### src/rtl/draw_pkg.sv
`default_nettype none
// ============================================================================
// Module   : draw_pkg
// Purpose  : Shared widths, arbiter state encodings and object type codes
//            for the page controllers and the object-drawer arbiter.
// Revision : 1.0 - initial release
// ============================================================================
package draw_pkg;

  // Coordinate and object-type field widths (320x240 screen)
  localparam int X_W    = 9;
  localparam int Y_W    = 8;
  localparam int TYPE_W = 5;

  // Arbiter state encodings
  localparam logic [1:0] S_IDLE    = 2'd0;
  localparam logic [1:0] S_DRAW    = 2'd1;
  localparam logic [1:0] S_RELEASE = 2'd2;

  // Object type codes issued by the page controllers
  localparam logic [TYPE_W-1:0] OBJ_NONE     = 5'd0;
  localparam logic [TYPE_W-1:0] OBJ_CLEAR    = 5'd1;
  localparam logic [TYPE_W-1:0] OBJ_PLAYER   = 5'd2;
  localparam logic [TYPE_W-1:0] OBJ_ENEMY    = 5'd3;
  localparam logic [TYPE_W-1:0] OBJ_BULLET   = 5'd4;
  localparam logic [TYPE_W-1:0] OBJ_TITLE    = 5'd9;
  localparam logic [TYPE_W-1:0] OBJ_DIGIT_0  = 5'd16;
  localparam logic [TYPE_W-1:0] OBJ_DIGIT_1  = 5'd17;
  localparam logic [TYPE_W-1:0] OBJ_GAMEOVER = 5'd30;

endpackage
`default_nettype wire

### src/rtl/rr_priority_picker.sv
`default_nettype none
// ============================================================================
// Module   : rr_priority_picker
// Purpose  : Combinational round-robin selector. Returns the first set
//            request at or after (ptr+1) mod N_REQ as a one-hot pick.
// Revision : 1.0 - initial release
// ============================================================================
module rr_priority_picker #(
  parameter int N_REQ = 4,
  parameter int PTR_W = $clog2(N_REQ)
) (
  input  logic [N_REQ-1:0] req,
  input  logic [PTR_W-1:0] ptr,
  output logic [N_REQ-1:0] pick,
  output logic             valid
);

  // Walk the slots starting just after ptr, wrapping, and keep the first hit
  always_comb begin
    pick  = '0;
    valid = 1'b0;
    for (int k = 1; k <= N_REQ; k++) begin
      for (int i = 0; i < N_REQ; i++) begin
        if (!valid && req[i] && (i == ((int'(ptr) + k) % N_REQ))) begin
          pick[i] = 1'b1;
          valid   = 1'b1;
        end
      end
    end
  end

endmodule
`default_nettype wire

### src/rtl/draw_object_arbiter.sv
`default_nettype none
// ============================================================================
// Module   : draw_object_arbiter
// Purpose  : Round-robin sharing of the single object drawer between the
//            page/scene controllers, with a watchdog that aborts hung draws.
// Revision : 1.0 - initial release
// ============================================================================
module draw_object_arbiter
  import draw_pkg::*;
#(
  parameter int N_REQ   = 4,
  parameter int TIMEOUT = 100000,
  parameter int TMR_W   = 17
) (
  input  logic                    clk,
  input  logic                    reset,
  input  logic [N_REQ-1:0]        req,
  input  logic [X_W*N_REQ-1:0]    req_x,
  input  logic [Y_W*N_REQ-1:0]    req_y,
  input  logic [TYPE_W*N_REQ-1:0] req_type,
  input  logic                    draw_object_done,
  output logic [N_REQ-1:0]        grant,
  output logic [N_REQ-1:0]        done,
  output logic                    draw_start,
  output logic [X_W-1:0]          draw_x,
  output logic [Y_W-1:0]          draw_y,
  output logic [TYPE_W-1:0]       draw_type,
  output logic                    busy,
  output logic                    timeout_err
);

  localparam int PTR_W = $clog2(N_REQ);

  logic [1:0]        r_state;
  logic [1:0]        w_next_state;
  logic [PTR_W-1:0]  r_ptr;
  logic [PTR_W-1:0]  r_grant_idx;
  logic [N_REQ-1:0]  r_grant;
  logic              r_draw_start;
  logic [X_W-1:0]    r_draw_x;
  logic [Y_W-1:0]    r_draw_y;
  logic [TYPE_W-1:0] r_draw_type;
  logic [TMR_W-1:0]  r_timer;

  logic [N_REQ-1:0]  w_pick;
  logic              w_pick_valid;
  logic [PTR_W-1:0]  w_pick_idx;
  logic [X_W-1:0]    w_sel_x;
  logic [Y_W-1:0]    w_sel_y;
  logic [TYPE_W-1:0] w_sel_type;
  logic              w_expire;
  logic              w_finish;

  rr_priority_picker #(
    .N_REQ (N_REQ),
    .PTR_W (PTR_W)
  ) u_picker (
    .req   (req),
    .ptr   (r_ptr),
    .pick  (w_pick),
    .valid (w_pick_valid)
  );

  // Route the picked requester's parameters and index to the capture regs
  always_comb begin
    w_sel_x    = '0;
    w_sel_y    = '0;
    w_sel_type = '0;
    w_pick_idx = '0;
    for (int i = 0; i < N_REQ; i++) begin
      if (w_pick[i]) begin
        w_sel_x    = req_x[X_W*i +: X_W];
        w_sel_y    = req_y[Y_W*i +: Y_W];
        w_sel_type = req_type[TYPE_W*i +: TYPE_W];
        w_pick_idx = PTR_W'(i);
      end
    end
  end

  // Draw ends on drawer completion or when the watchdog hits its last cycle
  assign w_expire = (r_timer == TMR_W'(TIMEOUT - 1));
  assign w_finish = (r_state == S_DRAW) && (draw_object_done || w_expire);

  // State register
  always_ff @(posedge clk or posedge reset) begin
    if (reset) r_state <= S_IDLE;
    else       r_state <= w_next_state;
  end

  // Next-state logic
  always_comb begin
    w_next_state = r_state;
    case (r_state)
      S_IDLE:    if (w_pick_valid) w_next_state = S_DRAW;
      S_DRAW:    if (w_finish)     w_next_state = S_RELEASE;
      S_RELEASE: w_next_state = S_IDLE;
      default:   w_next_state = S_IDLE;
    endcase
  end

  // Outputs decoded from state; a real completion wins over a same-cycle expiry
  always_comb begin
    done        = '0;
    timeout_err = 1'b0;
    busy        = (r_state == S_DRAW) || (r_state == S_RELEASE);
    if (w_finish) begin
      done        = r_grant;
      timeout_err = !draw_object_done;
    end
  end

  // Capture on grant, run the watchdog during the draw, rotate ptr on finish
  always_ff @(posedge clk or posedge reset) begin
    if (reset) begin
      r_ptr        <= PTR_W'(N_REQ - 1);
      r_grant_idx  <= '0;
      r_grant      <= '0;
      r_draw_start <= 1'b0;
      r_draw_x     <= '0;
      r_draw_y     <= '0;
      r_draw_type  <= '0;
      r_timer      <= '0;
    end else begin
      case (r_state)
        S_IDLE: begin
          if (w_pick_valid) begin
            r_grant      <= w_pick;
            r_grant_idx  <= w_pick_idx;
            r_draw_start <= 1'b1;
            r_draw_x     <= w_sel_x;
            r_draw_y     <= w_sel_y;
            r_draw_type  <= w_sel_type;
            r_timer      <= '0;
          end
        end
        S_DRAW: begin
          r_timer <= r_timer + 1'b1;
          if (w_finish) begin
            r_grant      <= '0;
            r_draw_start <= 1'b0;
            r_ptr        <= r_grant_idx;
          end
        end
        default: ;
      endcase
    end
  end

  assign grant      = r_grant;
  assign draw_start = r_draw_start;
  assign draw_x     = r_draw_x;
  assign draw_y     = r_draw_y;
  assign draw_type  = r_draw_type;

endmodule
`default_nettype wire

### config.mk
export PLATFORM = sky130hd
export DESIGN_NAME = draw_object_arbiter
export DESIGN_NICKNAME = d
export VERILOG_FILES = /design/src/rtl/draw_pkg.sv /design/src/rtl/rr_priority_picker.sv /design/src/rtl/draw_object_arbiter.sv
export SDC_FILE = /design/constraint.sdc
export NUM_CORES = 1
export LEC_CHECK = 0
export CAP_MARGIN = 10
export CORE_ASPECT_RATIO = 0.75
export CORE_MARGIN = 5
export CORE_UTILIZATION = 38
export DETAILED_ROUTE_END_ITERATION = 8
export PLACE_DENSITY_LB_ADDON = 0.05
export SETUP_SLACK_MARGIN = 0.2
export SLEW_MARGIN = 10
export SYNTH_ARGS = -nofsm -noshare
export SYNTH_HDL_FRONTEND = slang
export SYNTH_SLANG_ARGS = --single-unit
export TNS_END_PERCENT = 1
### constraint.sdc
create_clock -name clk -period 3.17 [get_ports clk]
set_clock_uncertainty 0.1 [all_clocks]
set_input_delay 0.951 -clock clk [delete_from_list [all_inputs] [get_ports clk]]
set_output_delay 0.951 -clock clk [all_outputs]
set_load 0.05 [all_outputs]
==> summary by stage <==
GRT
The initial antenna violation count came to 0. The number of global-route vias before repair is 2,639. The leftover overflow at the end of global routing is 0. The largest net degree at the start of global routing is just over 50. The wire length of the first global-routing pass is around 14,000 um. The total routing resource utilization after global routing is 18.8%.

Outcome
The checks that failed: negative setup slack. The run finished, with violations left.

STA
For the pin with the worst max-slew slack, the measured transition is a little over 1 ns. The time the worst path needs with I/O delays and setup is ~3.2 ns. The post-layout worst setup margin is -0.0469 ns.

The accumulated negative setup slack is -0.229 ns. The ratio of final minimum period to clock period is 101%. Setup violations remaining at the end of the flow were counted as 5. The achievable clock frequency is around 310 MHz. The final count of pins violating max slew is 0. The hold violation count in the final report was 0. Setup repair after global routing could not meet its margin everywhere. The worst pin sits at a relative slew slack of roughly 32%.

Finish
The share of final-layout standard cells stronger than drive strength 1 is 10.9%. The area of all placed cells without fillers is between 4000 and 5000 um^2. The post-layout net count is 511. The number of filler cells placed in the layout is a little under 600.

The synthesis-to-layout area growth is 59.4%. The total inserted antenna cells is 0.

Synthesis
The proportion of synthesized chip area in sequential cells is between 40 and 50%. After Yosys synthesis, full adders, half adders and majority gates account for under 10% of the synthesized area. The synthesized design devotes to its leading area cell type between 40 and 50% of total area.

The most instantiated flip-flop cell in the synthesis netlist is sky130_fd_sc_hd__dfrtp_1. After synthesis, the mean cell area works out to approximately 9.6 um^2. In this run, synthesis inferred 0 flip-flops with an integrated enable. For this run, asynchronously set or reset flops after synthesis account for 100%. When the netlist entered floorplanning its net count stood at 381. In the post-synthesis netlist, the biggest area contributors are sky130_fd_sc_hd__dfrtp_1 45%, sky130_fd_sc_hd__a21oi_1 8.9%, sky130_fd_sc_hd__a222oi_1 7.8%.

The simple-gate share of the synthesized area is 16.2%. The summed instance area of the synthesized netlist is about 2700 um^2. After technology mapping, the gate count stands at 282. After synthesis, the share of cell area in mux cells is under 10%. Summing the areas of all xor and xnor instances in the mapped netlist gives ~4.5% of the synthesized area. After synthesis, the largest family of logic cells by area is compound AO/OA/AOI/OAI gates. The synthesis warning total is 0. In this run, distinct cell masters in the synthesized netlist total between 40 and 50. The compound-cell area share of the yosys netlist is about a quarter. Counting flops and latches in the post-synthesis netlist gives 50.

Of all cell types, the one taking the most synthesized area is sky130_fd_sc_hd__dfrtp_1.

Clock network
The number of buffers on the longest clock path is 2. The number of clock buffers added by TritonCTS is 5. The TritonCTS clock tree is done. The clock root buffer is sky130_fd_sc_hd__clkbuf_8. The insertion delay of the later-clocked pin in the worst-skew pair is a little under 0.3 ns.

The H-tree depth is 2. Clock-pin slew was measured on the worst setup and hold paths at 0.09 ns. For this design, the sink count on the clock tree is 50.

The number of hold buffers added after cts is 0.

Routing
After detailed routing, the number of remaining DRC violations is 0. The routed length per instance is 16.6 um. In this run, the number of DRC markers left after iteration 0 of detailed routing was 181.

The first-pass detailed-route iteration total is 8. The routed via count is approximately 2,700. The number of nets with antenna violations after detailed routing is 0. The final layout contains routed wiring with a total length of 8470 um. The routed via count divided by cell count is around 5.3.

Place
The placed wire-length estimate is approximately 6300 um. The count of port buffers added during placement is between 100 and 150. At the end of routability-driven placement, the weighted congestion stood at 0.771. In this run the cell area measured after placement is about 4200 um^2.

Die
The standard cell core area is 6860 um^2. From left edge to right edge, the die measures about 110 um. The die is between 80 and 90 um tall. The number of placed I/O pins is about 130. The die covers about 8900 um^2. The floorplan has 26 rows. The effective utilization at floorplan is roughly two fifths.

Power and ir drop
Total power for the finished layout comes to around 3700 uW. The cell area power density is 867 nW/um^2. IR analysis of the VDD net gives a maximum drop of between 400 and 500 uV. The analysis attributes to cell leakage a power of 0.00180 uW.

Hold path
In this run the worst hold path is classified as reg2reg. The hold path startpoint is r_grant_idx[0].

Critical path
The worst setup path is captured at an output port. The worst flop-to-flop path startpoint is r_state[0]. The launch point of the worst path is r_timer[14]. Of all nets on the critical path, the largest fanout is 6. For the worst setup path, the data required time is 2.12 ns. The critical path startpoint category is a register. The critical path class is reg2out. The signal arrival time at the worst endpoint is between 2 and 2.5 ns.

Job
The number of maximum-capacitance violations is 0.
[placed cells by master, fill, tap and decap left out, types with 2 or more instances in the layout]
master,instances
sky130_fd_sc_hd__clkdlybuf4s50_1,122
sky130_fd_sc_hd__a21oi_1,48
sky130_fd_sc_hd__dfrtp_1,48
sky130_fd_sc_hd__nor2_1,41
sky130_fd_sc_hd__a222oi_1,21
sky130_fd_sc_hd__nand2_1,16
sky130_fd_sc_hd__xor2_1,12
sky130_fd_sc_hd__buf_4,12
sky130_fd_sc_hd__buf_12,8
sky130_fd_sc_hd__nand3_1,6
sky130_fd_sc_hd__inv_1,6
sky130_fd_sc_hd__o21ai_0,6
sky130_fd_sc_hd__a22o_1,6
sky130_fd_sc_hd__nand4_1,5
sky130_fd_sc_hd__and2_4,5
sky130_fd_sc_hd__clkbuf_8,5
sky130_fd_sc_hd__ha_1,4
sky130_fd_sc_hd__a21o_1,3
sky130_fd_sc_hd__and3_1,2
sky130_fd_sc_hd__o211a_1,2
sky130_fd_sc_hd__a22oi_1,2
sky130_fd_sc_hd__nand2_2,2
sky130_fd_sc_hd__mux2_2,2
sky130_fd_sc_hd__xnor2_1,2
sky130_fd_sc_hd__clkinv_2,2
sky130_fd_sc_hd__dfstp_2,2
[state kept, by name (all words and copies together), names as in the netlist, 2 cells and up]
register / cells
r_ptr: 2
draw_type: 5
draw_x: 9
r_timer: 17
grant: 4
r_grant_idx: 2
draw_y: 8
r_state: 2
[power breakdown]
part           total, uW  internal [uW]  switching (uW)  leakage (uW)
clock                351            149             202     0.0000438
combinational       2350            886            1470       0.00113
sequential          1020            876             149      0.000623
[logic make-up after synthesis]
kind of cell	Yosys count
and+or+nand+nor	88
AOI/OAI and AO/OA	97
adders and majority gates	4
muxes	3
DFF	50
buffers and inverters	26
xor gates and xnor gates	14
[per-stage QoR]
step | setup slack (ns) | utilization [%] | hold WS, ns | instances
after floorplan | 0.153 | - | 0.333 | 282
after global placement | -0.000380 | 61.0 | 0.355 | 500
after detailed placement | -0.0165 | 61.0 | 0.361 | 500
after CTS | -0.103 | 62.5 | 0.383 | 509
after global routing | -0.106 | 62.7 | 0.412 | 510
final | -0.0469 | 62.7 | 0.379 | 510
[repair_timing]
action | 4_1_cts | 5_1_grt
endpoints found under the hold margin | 0 | 0
resized for setup | 5 | 0
setup buffers | 2 | 1
setup endpoints to repair | 5 | 5
pin swaps | 2 | 2
[metal layers]
metal / part of all wire (%) / GRT usage (%) / vias up
met5: 0 / 0 / -
met4: 0.32 / 2.09 / 0
met3: 7.9 / 6.43 / 2
met2: 47 / 29.9 / 85
met1: 45 / 25.5 / 1296
li1: - / - / 1304
[synthesized netlist by cell type, types with 2 or more instances]
cell type                  instances
sky130_fd_sc_hd__a21o_1            3
sky130_fd_sc_hd__a21oi_1          48
sky130_fd_sc_hd__a222oi_1         21
sky130_fd_sc_hd__a22o_1            6
sky130_fd_sc_hd__a22oi_1           2
sky130_fd_sc_hd__and2_1            6
sky130_fd_sc_hd__and3_1            2
sky130_fd_sc_hd__buf_2             5
sky130_fd_sc_hd__clkbuf_1         12
sky130_fd_sc_hd__dfrtp_1          48
sky130_fd_sc_hd__dfstp_2           2
sky130_fd_sc_hd__ha_1              4
sky130_fd_sc_hd__inv_1             7
sky130_fd_sc_hd__mux2_2            2
sky130_fd_sc_hd__nand2_1          16
sky130_fd_sc_hd__nand2_2           2
sky130_fd_sc_hd__nand3_1           6
sky130_fd_sc_hd__nand4_1           5
sky130_fd_sc_hd__nor2_1           41
sky130_fd_sc_hd__nor2b_1           2
sky130_fd_sc_hd__o211a_1           2
sky130_fd_sc_hd__o21ai_0           6
sky130_fd_sc_hd__xnor2_1           2
sky130_fd_sc_hd__xor2_1           12
[path summary, 6_finish.rpt]
path                                        to  slack (ns)  cells past startpoint
worst max register to register    draw_type[0]        0.80                      5
min in group asynchronous             grant[0]        1.03                      3
max in group asynchronous          r_timer[14]        1.50                      3
worst min-delay path            r_grant_idx[0]        0.38                      2
worst max-delay path                   done[1]       -0.05                      5
worst min register to register  r_grant_idx[0]        0.38                      2
[worst max-delay path, stage by stage, from the launching register on]
cell	delay (ns)
sky130_fd_sc_hd__dfrtp_1	0.39
sky130_fd_sc_hd__or4bb_1	0.52
sky130_fd_sc_hd__o41a_1	0.44
sky130_fd_sc_hd__nor2b_4	0.22
sky130_fd_sc_hd__and2_4	0.19
sky130_fd_sc_hd__buf_12	0.13
[area by class of cell]
cell class              instances  area [um^2]  share of cell area, %
multi-input cells             206         1350                   31.3
inverters                       7         26.3                  0.611
clock buffers                   5         68.8                   1.60
repair buffers                142         1470                   34.2
clock inverters                 2         10.0                  0.233
well taps                      98          123                   2.85
flip-flops and latches         50         1250                   29.2
No activity file was read; power rests on OpenSTA's default activity.
